File: src/rtl/fifo_pi_responder.sv
// PI-side responder for the CPU<->MCU byte FIFO pair.
// Parses framed command packets and writes framed replies.
module fifo_pi_responder #(
    parameter int         STB_LEN = 4,
    parameter int         GAP     = 3,
    parameter int         TMO_W   = 20,
    parameter logic [7:0] VERSION = 8'h01
) (
    input  logic        clk,
    input  logic        rst_n,
    input  logic        rx_empty,
    input  logic [7:0]  rx_dat,
    output logic        rx_oe,
    input  logic        tx_empty,
    output logic [7:0]  tx_dat,
    output logic        tx_we,
    output logic        busy,
    output logic [15:0] pkt_cnt,
    output logic [7:0]  err_cnt
);
    typedef enum logic [1:0] {U_IDLE, U_SET, U_STB, U_GAP} unit_t;
    typedef enum logic [2:0] {
        SYNC, CMD, LEN, CMDPAY, WAITTX, HDR, BODY, DONE
    } st_t;

    unit_t            r_ust;
    logic [7:0]       r_ucnt;
    logic             r_urd;
    logic             r_rx_oe;
    logic             r_tx_we;
    logic [7:0]       r_tx_dat;
    logic [7:0]       r_rx_byte;
    st_t              r_st;
    st_t              w_nst;
    logic [7:0]       r_cmd;
    logic [7:0]       r_len;
    logic [7:0]       r_cnt;
    logic [1:0]       r_hidx;
    logic [1:0]       r_bidx;
    logic             r_echo_rd;
    logic [15:0]      r_sum;
    logic [15:0]      r_snap_pkt;
    logic [7:0]       r_snap_err;
    logic [TMO_W-1:0] r_tmo;
    logic [15:0]      r_pkt;
    logic [7:0]       r_err;

    logic       w_done;
    logic       w_uidle;
    logic       w_rd_req;
    logic       w_wr_req;
    logic [7:0] w_wr_byte;
    logic       w_echo;
    logic       w_timed;
    logic       w_tmo;
    logic [7:0] w_code;
    logic [7:0] w_rlen;
    logic [7:0] w_hdr_byte;
    logic [7:0] w_body_byte;
    logic [1:0] w_blast;

    assign w_done  = (r_ust == U_GAP) && (r_ucnt == 8'(GAP - 1));
    assign w_uidle = (r_ust == U_IDLE);
    assign w_echo  = (r_cmd == 8'h01);
    assign w_timed = (r_st == CMD) || (r_st == LEN) || (r_st == CMDPAY)
                   || ((r_st == BODY) && w_echo && r_echo_rd);
    assign w_tmo   = w_timed && w_uidle && (&r_tmo);

    assign rx_oe   = r_rx_oe;
    assign tx_we   = r_tx_we;
    assign tx_dat  = r_tx_dat;
    assign busy    = (r_st != SYNC);
    assign pkt_cnt = r_pkt;
    assign err_cnt = r_err;

    // Reply code, reply length and per-index header/body bytes
    always_comb begin
        w_code      = 8'hEE;
        w_rlen      = 8'h01;
        w_blast     = 2'd0;
        w_hdr_byte  = 8'h2B;
        w_body_byte = r_cmd;
        unique case (r_cmd)
            8'h01: begin w_code = 8'h81; w_rlen = r_len; end
            8'h02: begin w_code = 8'h82; w_rlen = 8'h04; w_blast = 2'd3; end
            8'h03: begin w_code = 8'h83; w_rlen = 8'h02; w_blast = 2'd1; end
            default: ;
        endcase
        if (r_hidx == 2'd1) w_hdr_byte = w_code;
        if (r_hidx == 2'd2) w_hdr_byte = w_rlen;
        if (r_cmd == 8'h03) begin
            w_body_byte = (r_bidx == 2'd0) ? r_sum[7:0] : r_sum[15:8];
        end else if (r_cmd == 8'h02) begin
            unique case (r_bidx)
                2'd0:    w_body_byte = r_snap_pkt[7:0];
                2'd1:    w_body_byte = r_snap_pkt[15:8];
                2'd2:    w_body_byte = r_snap_err;
                default: w_body_byte = VERSION;
            endcase
        end
    end

    // Strobe unit: one read or write handshake at a time
    always_ff @(posedge clk or negedge rst_n) begin
        if (!rst_n) begin
            r_ust     <= U_IDLE;
            r_ucnt    <= 8'h00;
            r_urd     <= 1'b0;
            r_rx_oe   <= 1'b0;
            r_tx_we   <= 1'b0;
            r_tx_dat  <= 8'h00;
            r_rx_byte <= 8'h00;
        end else begin
            unique case (r_ust)
                U_IDLE: begin
                    if (w_wr_req) begin
                        r_tx_dat <= w_wr_byte;
                        r_urd    <= 1'b0;
                        r_ust    <= U_SET;
                    end else if (w_rd_req && !rx_empty) begin
                        r_rx_oe <= 1'b1;
                        r_urd   <= 1'b1;
                        r_ucnt  <= 8'h00;
                        r_ust   <= U_STB;
                    end
                end
                U_SET: begin
                    r_tx_we <= 1'b1;
                    r_ucnt  <= 8'h00;
                    r_ust   <= U_STB;
                end
                U_STB: begin
                    if (r_ucnt == 8'(STB_LEN - 1)) begin
                        r_rx_oe <= 1'b0;
                        r_tx_we <= 1'b0;
                        if (r_urd) r_rx_byte <= rx_dat;
                        r_ucnt  <= 8'h00;
                        r_ust   <= U_GAP;
                    end else begin
                        r_ucnt <= r_ucnt + 8'h01;
                    end
                end
                default: begin
                    if (w_done) r_ust  <= U_IDLE;
                    else        r_ucnt <= r_ucnt + 8'h01;
                end
            endcase
        end
    end

    // Packet FSM: next state and strobe requests
    always_comb begin
        w_nst     = r_st;
        w_rd_req  = 1'b0;
        w_wr_req  = 1'b0;
        w_wr_byte = 8'h00;
        unique case (r_st)
            SYNC: begin
                w_rd_req = 1'b1;
                if (w_done && r_rx_byte == 8'h2B) w_nst = CMD;
            end
            CMD: begin
                w_rd_req = 1'b1;
                if (w_done) w_nst = LEN;
            end
            LEN: begin
                w_rd_req = 1'b1;
                if (w_done)
                    w_nst = (w_echo || r_rx_byte == 8'h00) ? WAITTX : CMDPAY;
            end
            CMDPAY: begin
                w_rd_req = 1'b1;
                if (w_done && r_cnt == 8'h01) w_nst = WAITTX;
            end
            WAITTX: begin
                if (tx_empty) w_nst = HDR;
            end
            HDR: begin
                w_wr_req  = 1'b1;
                w_wr_byte = w_hdr_byte;
                if (w_done && r_hidx == 2'd2)
                    w_nst = (w_echo && r_len == 8'h00) ? DONE : BODY;
            end
            BODY: begin
                if (w_echo) begin
                    if (r_echo_rd) begin
                        w_rd_req = 1'b1;
                    end else begin
                        w_wr_req  = 1'b1;
                        w_wr_byte = r_rx_byte;
                        if (w_done && r_cnt == 8'h01) w_nst = DONE;
                    end
                end else begin
                    w_wr_req  = 1'b1;
                    w_wr_byte = w_body_byte;
                    if (w_done && r_bidx == w_blast) w_nst = DONE;
                end
            end
            default: w_nst = SYNC;
        endcase
        if (w_tmo) begin
            w_nst    = SYNC;
            w_rd_req = 1'b0;
        end
    end

    // Packet FSM: state, packet fields, timeout and counters
    always_ff @(posedge clk or negedge rst_n) begin
        if (!rst_n) begin
            r_st       <= SYNC;
            r_cmd      <= 8'h00;
            r_len      <= 8'h00;
            r_cnt      <= 8'h00;
            r_hidx     <= 2'd0;
            r_bidx     <= 2'd0;
            r_echo_rd  <= 1'b1;
            r_sum      <= 16'h0000;
            r_snap_pkt <= 16'h0000;
            r_snap_err <= 8'h00;
            r_tmo      <= '0;
            r_pkt      <= 16'h0000;
            r_err      <= 8'h00;
        end else begin
            r_st <= w_nst;
            if (!w_timed || w_done)
                r_tmo <= '0;
            else if (w_uidle && rx_empty && !(&r_tmo))
                r_tmo <= r_tmo + 1'b1;
            if (((r_st == SYNC) && w_done && r_rx_byte != 8'h2B) || w_tmo)
                if (r_err != 8'hFF) r_err <= r_err + 8'h01;
            if (r_st == DONE) r_pkt <= r_pkt + 16'h0001;
            unique case (r_st)
                CMD: begin
                    r_sum <= 16'h0000;
                    if (w_done) r_cmd <= r_rx_byte;
                end
                LEN: begin
                    if (w_done) begin
                        r_len <= r_rx_byte;
                        r_cnt <= r_rx_byte;
                    end
                end
                CMDPAY: begin
                    if (w_done) begin
                        r_cnt <= r_cnt - 8'h01;
                        if (r_cmd == 8'h03) r_sum <= r_sum + {8'h00, r_rx_byte};
                    end
                end
                WAITTX: begin
                    if (tx_empty) begin
                        r_hidx     <= 2'd0;
                        r_snap_pkt <= r_pkt;
                        r_snap_err <= r_err;
                    end
                end
                HDR: begin
                    if (w_done) begin
                        r_hidx    <= r_hidx + 2'd1;
                        r_bidx    <= 2'd0;
                        r_echo_rd <= 1'b1;
                    end
                end
                BODY: begin
                    if (w_done) begin
                        if (w_echo) begin
                            r_echo_rd <= ~r_echo_rd;
                            if (!r_echo_rd) r_cnt <= r_cnt - 8'h01;
                        end else begin
                            r_bidx <= r_bidx + 2'd1;
                        end
                    end
                end
                default: ;
            endcase
        end
    end
endmodule

File: config.mk
export PLATFORM = sky130hd
export DESIGN_NAME = fifo_pi_responder
export DESIGN_NICKNAME = d
export VERILOG_FILES = /design/src/rtl/fifo_pi_responder.sv
export SDC_FILE = /design/constraint.sdc
export NUM_CORES = 1
export LEC_CHECK = 0
export BUFFER_PORTS_ARGS = -buffer_cell sky130_fd_sc_hd__buf_2
export CAP_MARGIN = 0
export CORE_MARGIN = 2
export CORE_UTILIZATION = 59
export CTS_BUF_LIST = sky130_fd_sc_hd__clkbuf_4 sky130_fd_sc_hd__clkbuf_8
export DETAILED_ROUTE_END_ITERATION = 6
export PLACE_DENSITY = 0.79
export SYNTH_ARGS = -nofsm -noshare
export SYNTH_HDL_FRONTEND = slang
export SYNTH_SLANG_ARGS = --single-unit
File: constraint.sdc
create_clock -name clk -period 5.75 [get_ports clk]
set_input_delay 0.575 -clock clk [delete_from_list [all_inputs] [get_ports clk]]
set_output_delay 0.575 -clock clk [all_outputs]
set_load 0.01 [all_outputs]
==> results.py, run 1 <==
metrics = {
    "detailed_routing": {
        "drcViolationCount": 1,
        "ant_nets": 0,
        "drt_iter0_drc": 756,
        "drt_wl_total_um": 19400,
        "via_count": 6575,
        "dr.pass1.iters": 7,
        "routedWlPerCell_um": 18.7,
        "vias_per_cell": 6.34,
    },
    "clock_tree": {
        "clock-sinks": 145,
        "clock_latency_ns": 0.46,
        "hold_buffers": 0,
        "postCtsResizedCells": 0,
        "root_buffer": "clkbuf_8",
        "cts_setup_buffers": 0,
        "htreeDepth": 4,
        "cts_buffers": 17,
        "clock_path_buffers": 2,
        "clk_pin_slew_worst_paths_ns": 0.08,
        "tritoncts": "yes",
    },
    "global_routing": {
        "grt_util_met3": 0.0509,
        "grt_overflow_total": 0,
        "grt_usage": 0.279,
        "top_usage_layer": "met2",
        "grt_pass1_vias": 6390,
        "use_met1": 0.392,
        "use_met2": 0.439,
        "grt_pass1_wl_um": 32100,
        "antenna_found_initial": 0,
        "grt_max_degree": 97,
    },
    "finish": {
        "diodes": 0,
        "seq_area_um2": 3630,
        "fin_nets": 885,
        "fin_cells": 1037,
        "multi_input_area_um2": 4170,
        "final_layout_size_suffix_gt1_frac": 0.185,
        "syn_to_final_growth_pct": 9.72,
        "final_cell_mix": "144 x dfrtp_1, 86 x nor2_1, 64 x nand2_1",
        "layout_commonest_cell": "dfrtp_1",
        "fill_cells": 1028,
    },
    "yosys": {
        "synth_edf_count": 0,
        "synth_flop_cell": "dfrtp_1",
        "synthCells": 814,
        "synthArstFlopShare": 1.00,
        "syn_avg_cell_area_um2": 9.89,
        "synth_cell_types": 81,
        "yosysSeqAreaShare": 0.451,
        "yosysWarningCount": 0,
        "synth_seq_cells": 145,
        "synth_area_um2": 8050,
        "syn-num-nets": 851,
    },
    "timing": {
        "finalCritPeriodShare": 0.520,
        "max_freq_mhz": 335,
        "hold_viol_final": 0,
        "finalSetupViolations": 0,
        "rsz0062_at_grt": "no",
        "worst_pin_slew_ns": 0.843,
        "setup_slack_ns": 2.76,
        "slew_headroom": 0.438,
        "min_period_ns": 2.99,
        "fin_skew_ns": 0.0120,
        "finalSetupTns_ns": 0,
        "slew_violations": 0,
    },
    "place": {
        "dp_hpwl_um": 13900,
        "dp_slack_ns": 2.82,
        "portBuffers": 46,
        "dp.cells": 1005,
        "gp_congestion": 0.939,
    },
    "power": {
        "powerDensity_nw_per_um2": 227,
        "ir_worst_vdd_uv": 137,
        "p_leak_nw": 4.13,
    },
    "critical_path": {
        "path_cells": "inv_1, ha_1, nor4bb_1, nand2_1, o41ai_2, and2_4, mux2_4",
        "cp.required_ns": 6.09,
        "arrival_ns": 3.33,
        "cp_max_fo": 6,
        "cp-end-kind": "register",
        "critical_path.top_delay_family": "simple AND/OR/NAND/NOR gates",
        "crit_path_start_kind": "register",
        "path_buf_inv": 1,
        "cp_slowest_cell": "nor4bb_1",
        "critical_path.max_stage_delay_ns": 0.70,
        "worstSetupPathType": "register to register",
    },
    "floorplanning": {
        "fp.dieH_um": 121,
        "initial_core_util": 0.605,
        "core_area_um2": 13300,
        "num_rows": 42,
        "die_area_um2": 14600,
        "pin_count": 47,
        "die_w_um": 121,
    },
    "job": {
        "cap_violations": 0,
    },
    "outcome": {
        "violations": "DRC",
        "status": "complete, but fails checks",
    },
    "min_path": {
        "hp-class": "input pin to asynchronous set/reset pin",
    },
}
## metrics by stage
step | util | cell area (um2) | total power, mW | hold slack [ns]
2_1_floorplan | - | 8050 | 1.06 | 0.279
6_report | 0.664 | 8830 | 2.01 | 0.210
3_5_place_dp | 0.629 | 8370 | 1.09 | 0.476
3_3_place_gp | 0.629 | 8370 | 1.09 | 0.473
4_1_cts | 0.664 | 8830 | 2.02 | 0.225
5_1_grt | 0.664 | 8830 | 2.07 | 0.268
## final timing paths
kind	from	end	slack [ns]	cells after the start
setup reg to reg	r_ucnt[0]	err_cnt[1]	2.76	7
setup / recovery	r_ucnt[0]	err_cnt[1]	2.76	7
hold reg to reg	pkt_cnt[15]	pkt_cnt[15]	0.49	1
hold / removal	rst_n	pkt_cnt[0]	0.21	1
max in group asynchronous	rst_n	r_len[6]	4.36	2
min in group clk	rx_dat[5]	r_rx_byte[5]	0.35	2
## cells in the mapped netlist (all sizes together), types with 11 or more instances
cell    count  share of area
nor2       88          0.041
a31oi      18          0.014
mux2       52          0.074
nand2b     11         0.0089
and3       21          0.016
ha         24          0.037
inv        23          0.011
xnor2      21          0.023
xor2       23          0.025
nand2      64          0.030
nor3       17          0.012
dfrtp     144           0.45
a21oi      47          0.031
nand4      16          0.014
o21ai      43          0.027
nand3      31          0.019
clkbuf     25          0.012
o31ai      14          0.013
## flip-flops by register name, indices dropped and copies added, names as in the netlist, 2 cells and up
name,count
r_sum,16
r_st,3
r_snap_err,8
r_ust,2
err_cnt,8
r_tmo,20
r_snap_pkt,16
r_hidx,2
r_ucnt,8
r_bidx,2
r_len,8
r_cnt,8
pkt_cnt,16
r_cmd,8
r_rx_byte,8
tx_dat,8
## cell families after synthesis
logic type / count (synthesis) / synth area share
AND/OR/NAND/NOR: 301 / 0.193
AO/OA/AOI/OAI: 181 / 0.153
flip-flops: 145 / 0.451
multiplexers: 61 / 0.0849
buffers and inverters: 57 / 0.0308
XOR/XNOR: 44 / 0.0479
adder cells (fa/ha/maj): 25 / 0.0398
## worst reg2reg max path: cells and delay by family (launching register included)
| family | cells | cell delay [ns] |
|---|---|---|
| adders and majority gates | 1 | 0.20 |
| muxes | 1 | 0.29 |
| buffers and inverters | 1 | 0.10 |
| AOI/OAI and AO/OA | 1 | 0.60 |
| DFF | 1 | 0.41 |
| and+or+nand+nor | 3 | 1.27 |
## layer usage
| layer | part of all wire | wire length (um) | vias to the layer above |
|---|---|---|---|
| li1 | - | - | 3039 |
| met1 | 0.44 | 8470 | 3190 |
| met2 | 0.47 | 9200 | 302 |
| met3 | 0.068 | 1320 | 44 |
| met4 | 0.022 | 419 | 0 |
| met5 | 0 | 0 | - |
## report_power, final
| group | leakage [nW] | internal, mW | switching [mW] |
|---|---|---|---|
| combinational | 1.95 | 0.0113 | 0.0290 |
| clock | 0.230 | 0.534 | 0.400 |
| sequential | 1.95 | 1.02 | 0.00959 |
| total | 4.13 | 1.57 | 0.438 |
## area by class of cell
cell class,instances,share of cell area
flip-flops and latches,145,0.411
clock inverters,13,0.0234
clock buffers,19,0.0289
inverters,23,0.00978
well taps,176,0.0249
multi-input cells,612,0.473
repair buffers,49,0.0293
Note: power is estimated with default switching activity, not from simulation.
==> run 2: changes to the inputs <==
--- a/config.mk
+++ b/config.mk
@@ -5,13 +5,14 @@
 export SDC_FILE = /design/constraint.sdc
 export NUM_CORES = 1
 export LEC_CHECK = 0
+export ABC_AREA = 1
 export BUFFER_PORTS_ARGS = -buffer_cell sky130_fd_sc_hd__buf_2
 export CAP_MARGIN = 0
 export CORE_MARGIN = 2
-export CORE_UTILIZATION = 59
+export CORE_UTILIZATION = 58
 export CTS_BUF_LIST = sky130_fd_sc_hd__clkbuf_4 sky130_fd_sc_hd__clkbuf_8
 export DETAILED_ROUTE_END_ITERATION = 6
-export PLACE_DENSITY = 0.79
+export PLACE_DENSITY = 0.8
 export SYNTH_ARGS = -nofsm -noshare
 export SYNTH_HDL_FRONTEND = slang
 export SYNTH_SLANG_ARGS = --single-unit
==> constraint.sdc (replaced) <==
create_clock -name clk -period 2.4 [get_ports clk]
set_input_delay 0.24 -clock clk [delete_from_list [all_inputs] [get_ports clk]]
set_output_delay 0.24 -clock clk [all_outputs]
set_load 0.01 [all_outputs]
==> run 2 against run 1 <==
Compared with the run above: the run now ends clean; global-route usage down 0.45 points; clock power up 130%; register-to-register slack worse by 2.5 ns; clock-buffer cell count unchanged; die area up 8.7%; clock skew up 0.0029 ns; via count up 19%; synthesized cell count up 41%; first-iteration DRC count down 6.7%; non-clock buffer count up 19; highest routed layer unchanged.
==> results.py, run 2 <==
metrics = {
    "yosys": {
        "synthArstFlopShare": 1.00,
        "synth_area_um2": 8630,
        "synth.top_cells.by_count": "329 x nand2_1, 144 x dfrtp_1, 125 x inv_1, 114 x nand3_1, 89 x nor2_1",
        "synth_seq_cells": 145,
        "synthTopCellsByArea": "dfrtp_1 42%, nand2_1 14%, nand3_1 6.6%, inv_1 5.4%, o21ai_0 4.9%",
        "synth_top_area_frac": 0.418,
        "syn-num-nets": 1185,
        "synth_top_area_cell": "dfrtp_1",
        "synth_cell_types": 42,
        "yosysSeqAreaShare": 0.421,
        "syn_avg_cell_area_um2": 7.52,
        "synthCells": 1148,
        "yosysWarningCount": 0,
        "synth_flop_cell": "dfrtp_1",
        "synth.most_common_cell": "nand2_1",
        "synth_edf_count": 0,
    },
    "critical_path": {
        "critical_path.max_stage_delay_ns": 0.42,
        "r2r_cells": 11,
        "cp.depth": 11,
        "cp.required_ns": 2.77,
        "path_cells": "ha_1, nand3_1, nor2_2, nand3_1, nor2_2, nor2_2, buf_4, nor2_8, inv_2, nand2_1, nand2_1",
        "cp_max_fo": 17,
        "crit_path_start_kind": "register",
        "cp-end-kind": "register",
        "critical_path.top_delay_family": "simple AND/OR/NAND/NOR gates",
        "crit_top_cell": "nor2_2",
        "worstSetupPathType": "register to register",
        "cp_slowest_cell": "dfrtp_1",
        "path_buf_inv": 2,
        "arrival_ns": 2.53,
    },
    "power": {
        "powerDensity_nw_per_um2": 1010,
        "power.share.sequential": 0.367,
        "p_int_mw": 5.42,
        "ir_worst_vdd_uv": 625,
        "swShare": 0.439,
        "clkPwrFrac": 0.218,
        "p_comb_frac": 0.414,
        "p_leak_nw": 4.74,
        "p_switching_mw": 4.25,
    },
    "floorplanning": {
        "num_rows": 44,
        "initial_core_util": 0.594,
        "die_w_um": 126,
        "die_area_um2": 15900,
        "fp.dieH_um": 126,
        "core_area_um2": 14500,
        "pin_count": 47,
    },
    "clock_tree": {
        "tritoncts": "yes",
        "clock-sinks": 145,
        "clock_path_buffers": 2,
        "cts_setup_buffers": 0,
        "clk_pin_slew_worst_paths_ns": 0.09,
        "htreeDepth": 4,
        "postCtsResizedCells": 0,
        "hold_buffers": 8,
        "cts_buffers": 17,
        "root_buffer": "clkbuf_8",
        "clock_latency_ns": 0.47,
    },
    "finish": {
        "fin_util": 0.661,
        "final_layout_size_suffix_gt1_frac": 0.114,
        "final_cell_mix": "329 x nand2_1, 144 x dfrtp_1, 125 x inv_1",
        "largest_register_ff_count": 20,
        "syn_to_final_growth_pct": 11.3,
        "diodes": 0,
        "fill_cells": 1227,
        "layout_commonest_cell": "nand2_1",
        "fin_nets": 1248,
        "top_register": "r_tmo",
    },
    "timing": {
        "rsz0062_at_grt": "no",
        "hold_viol_final": 0,
        "finalCritPeriodShare": 0.899,
        "slew_violations": 0,
        "finalSetupTns_ns": 0,
        "worst_pin_slew_ns": 0.529,
        "finalSetupViolations": 0,
        "max_freq_mhz": 463,
        "slew_headroom": 0.647,
        "min_period_ns": 2.16,
        "fin_skew_ns": 0.0148,
    },
    "detailed_routing": {
        "vias_per_cell": 5.57,
        "ant_nets": 0,
        "drt_wl_total_um": 20700,
        "dr.pass1.iters": 5,
        "drt_iter0_drc": 705,
        "routedWlPerCell_um": 14.7,
        "drcViolationCount": 0,
        "via_count": 7849,
    },
    "job": {
        "cap_violations": 0,
    },
    "global_routing": {
        "grt_pass1_wl_um": 35600,
        "grt_usage": 0.275,
        "grt_overflow_total": 0,
        "antenna_found_initial": 0,
        "grt_max_degree": 51,
        "grt_pass1_vias": 7333,
    },
    "min_path": {
        "min_path_cells": 2,
        "hp-class": "input pin to register",
    },
    "place": {
        "portBuffers": 46,
        "gp_congestion": 0.963,
        "dp_hpwl_um": 15400,
    },
    "outcome": {
        "status": "finished clean",
    },
}
[run 2: changes by cell type in the layout (fill, tap and decap cells not counted), sizes merged, moves of 11 or more]
cell,change
nand3,+86
mux2,-39
and3,-20
nand2b,-11
a21oi,-16
o21ai,+54
nand4,+13
inv,+110
xor2,+11
nor2,+12
buf,+11
xnor2,-12
nand2,+273
a31oi,-14
[run 2: layout make-up]
class,instances,area (um2),area share
tap,184,230,0.0240
multi-input combinational,848,4380,0.456
sequential,145,3630,0.378
clock inverter,13,171,0.0179
clock buffer,19,262,0.0272
inverter,131,492,0.0512
timing repair buffer,68,434,0.0452
[run 2: path summary, 6_finish.rpt]
kind	start	endpoint	slack, ns
worst max-delay path	r_tmo[0]	r_tmo[11]	0.24
worst min-delay path	rx_dat[4]	r_rx_byte[4]	0.02
worst max register to register	r_tmo[0]	r_tmo[11]	0.24
worst min register to register	tx_dat[3]	tx_dat[3]	0.48
max in group asynchronous	rst_n	r_echo_rd	1.40
min in group asynchronous	rst_n	r_rx_byte[7]	0.25
[run 2: through the flow]
stage / std cells / hold slack [ns] / total power, mW / worst slack [ns] / area, um2
6_report: 1408 / 0.0192 / 9.67 / 0.242 / 9600
5_1_grt: 1408 / 0.00135 / 10.4 / 0.0353 / 9600
4_1_cts: 1408 / 0.0108 / 9.64 / 0.244 / 9600
3_5_place_dp: 1368 / 0.195 / 7.52 / 0.255 / 9090
3_3_place_gp: 1368 / 0.193 / 7.41 / 0.330 / 9090
2_1_floorplan: 1148 / -0.0556 / 6.46 / 0.570 / 8630
[run 2: metal layers]
| metal | up-vias | track usage | wire [um] |
|---|---|---|---|
| li1 | 3872 | - | - |
| met1 | 3683 | 0.395 | 9640 |
| met5 | - | 0 | 0 |
| met4 | 0 | 0.0886 | 359 |
| met3 | 31 | 0.0556 | 1320 |
| met2 | 263 | 0.421 | 9400 |
[run 2: power groups by stage]
stage,clock (mW),sequential [mW],combinational (mW)
after global placement,0,3.56,3.85
after detailed placement,0,3.57,3.94
after global routing,2.24,3.62,4.56
final,2.11,3.55,4.01
after floorplan,0,3.43,3.03
after CTS,2.14,3.53,3.97
[run 2: worst register-to-register path, cell delays in order (launching register included)]
cell and delay [ns]:
dfrtp_1 0.42, ha_1 0.23, nand3_1 0.19, nor2_2 0.22
nand3_1 0.11, nor2_2 0.18, nor2_2 0.04, buf_4 0.19
nor2_8 0.23, inv_2 0.11, nand2_1 0.09, nand2_1 0.05
[run 2: kinds of logic (layout without fill, tap and decap cells)]
group | count (synthesis) | in the layout | share of synthesized area
mux | 13 | 13 | 0.0170
compound gates | 155 | 155 | 0.0992
fa+ha+maj | 25 | 25 | 0.0371
simple gates | 612 | 612 | 0.311
flops | 145 | 145 | 0.421
buf+inv | 155 | 231 | 0.0715
xor+xnor | 43 | 43 | 0.0436
==> run 3: changes to the inputs <==
--- a/config.mk
+++ b/config.mk
@@ -12,7 +12,8 @@
 export CORE_UTILIZATION = 58
 export CTS_BUF_LIST = sky130_fd_sc_hd__clkbuf_4 sky130_fd_sc_hd__clkbuf_8
 export DETAILED_ROUTE_END_ITERATION = 6
-export PLACE_DENSITY = 0.8
+export GPL_ROUTABILITY_DRIVEN = 0
+export PLACE_DENSITY = 0.79
 export SYNTH_ARGS = -nofsm -noshare
 export SYNTH_HDL_FRONTEND = slang
 export SYNTH_SLANG_ARGS = --single-unit
==> run 3 against run 2 <==
Compared with the run above: the flow now finishes with violations (DRC); register-to-register slack is essentially flat; global-route usage grew 0.34 points; worst setup slack lost 0.0040 ns; wire length grew 0.79%; non-clock buffer count grew 1; critical endpoint is now r_tmo[12]; sequential power is essentially flat; critical path depth is the same; fmax shrank 0.19%; utilization shrank 0.29 points.
==> results.py, run 3 (same netlist as run 2, synthesis figures left out) <==
metrics = {
    "power": {
        "ir_worst_vdd_uv": 490,
        "clkPwrFrac": 0.195,
        "p_switching_mw": 4.27,
        "powerDensity_nw_per_um2": 987,
        "p_comb_frac": 0.430,
        "swShare": 0.452,
        "p_int_mw": 5.17,
        "power.total_mw": 9.44,
        "power.share.sequential": 0.376,
        "p_leak_nw": 4.72,
    },
    "global_routing": {
        "use_met2": 0.438,
        "grt_util_met3": 0.0620,
        "grt_overflow_total": 0,
        "grt_pass1_wl_um": 36000,
        "top_usage_layer": "met2",
        "grt_pass1_vias": 7556,
        "antenna_found_initial": 0,
        "grt_usage": 0.278,
        "grt_max_degree": 64,
        "use_met1": 0.380,
    },
    "timing": {
        "max_freq_mhz": 463,
        "worst_pin_slew_ns": 0.611,
        "slew_violations": 0,
        "hold_viol_final": 0,
        "rsz0062_at_grt": "no",
        "finalSetupViolations": 0,
        "finalSetupTns_ns": 0,
        "min_period_ns": 2.16,
        "fin_skew_ns": 0.00943,
        "slew_headroom": 0.593,
        "finalCritPeriodShare": 0.901,
    },
    "critical_path": {
        "path_cells": "ha_1, nand3_1, nor2_4, nand3_1, nor2_2, nor2_2, buf_4, nor2_8, inv_2, nand2_1, nand2_1",
        "cp_max_fo": 17,
        "worstSetupPathType": "register to register",
        "startpoint": "r_tmo[0]",
        "critical_path.max_stage_delay_ns": 0.43,
        "rr_startpoint": "r_tmo[0]",
        "cp-end-kind": "register",
        "crit_path_start_kind": "register",
        "arrival_ns": 2.52,
        "cp_slowest_cell": "dfrtp_1",
        "cp.required_ns": 2.76,
    },
    "clock_tree": {
        "clock_path_buffers": 2,
        "clock_latency_ns": 0.46,
        "cts_buffers": 17,
        "root_buffer": "clkbuf_8",
        "htreeDepth": 4,
        "cts_setup_buffers": 0,
        "clock-sinks": 145,
        "clk_pin_slew_worst_paths_ns": 0.08,
        "tritoncts": "yes",
    },
    "floorplanning": {
        "fp.dieH_um": 126,
        "core_area_um2": 14500,
        "die_area_um2": 15900,
        "pin_count": 47,
        "num_rows": 44,
        "die_w_um": 126,
        "initial_core_util": 0.594,
    },
    "place": {
        "portBuffers": 46,
        "dp_hpwl_um": 15300,
    },
    "finish": {
        "syn_to_final_growth_pct": 10.8,
        "fin_nets": 1249,
        "top_register": "r_tmo",
        "diodes": 0,
        "layout_commonest_cell": "nand2_1",
        "final_cell_mix": "329 x nand2_1, 144 x dfrtp_1, 125 x inv_1",
        "final_layout_size_suffix_gt1_frac": 0.114,
        "largest_register_ff_count": 20,
        "fin_util": 0.658,
    },
    "outcome": {
        "status": "complete, but fails checks",
        "violations": "DRC",
    },
    "min_path": {
        "min-delay-start": "rx_dat[0]",
        "hp-class": "input pin to register",
    },
    "detailed_routing": {
        "drcViolationCount": 1,
        "routedWlPerCell_um": 14.8,
        "ant_nets": 0,
        "drt_iter0_drc": 644,
        "vias_per_cell": 5.60,
        "via_count": 7890,
        "drt_wl_total_um": 20900,
        "dr.pass1.iters": 7,
    },
    "job": {
        "cap_violations": 0,
    },
}
run 3: final timing paths:
check,end,slack [ns],depth (start not counted)
worst max register to register,r_tmo[12],0.24,11
worst min register to register,tx_dat[6],0.48,2
worst min-delay path,r_rx_byte[0],0.04,2
min in group asynchronous,r_rx_byte[3],0.33,2
worst max-delay path,r_tmo[12],0.24,11
max in group asynchronous,r_sum[10],1.41,3
run 3: what timing repair did:
item | 4_1_cts | 5_1_grt
gates resized for setup | 0 | 1
endpoints found under the setup margin | 0 | 3
hold buffers | 8 | 0
hold endpoints to repair | 67 | 0
run 3: power groups by stage:
stage	clock [mW]	combinational (mW)	sequential (mW)
6_report	1.84	4.06	3.54
3_5_place_dp	0	3.99	3.57
5_1_grt	1.98	4.62	3.62
3_3_place_gp	0	3.89	3.55
2_1_floorplan	0	3.03	3.43
4_1_cts	1.88	4.03	3.53
run 3: area by class of cell:
type	instances	area (um2)
Inverter	131	492
Clock inverter	15	131
Tap cell	184	230
Sequential cell	145	3630
Timing Repair Buffer	69	454
Multi-Input combinational cell	848	4390
Clock buffer	17	234
Fill cell	1308	4980
run 3: routing by layer:
metal  vias up  routed length (um)
met3        45                1300
met2       259                9590
li1       3891                   -
met5         -                   0
met4         0                 507
met1      3695                9480
run 3: through the flow:
stage | cells | setup WS, ns | hold slack [ns] | cell area, um2
3_3_place_gp | 1369 | 0.325 | 0.278 | 9110
4_1_cts | 1409 | 0.227 | 0.0120 | 9550
6_report | 1409 | 0.238 | 0.0383 | 9560
3_5_place_dp | 1369 | 0.242 | 0.273 | 9110
2_1_floorplan | 1148 | 0.570 | -0.0556 | 8630
5_1_grt | 1409 | 0.00527 | 0.0213 | 9560
run 3: critical path, delay by kind of cell, from the launching register on:
family	cells	cell delay (ns)
adder cells (fa/ha/maj)	1	0.23
buffers and inverters	2	0.31
flip-flops	1	0.43
AND/OR/NAND/NOR	8	1.09
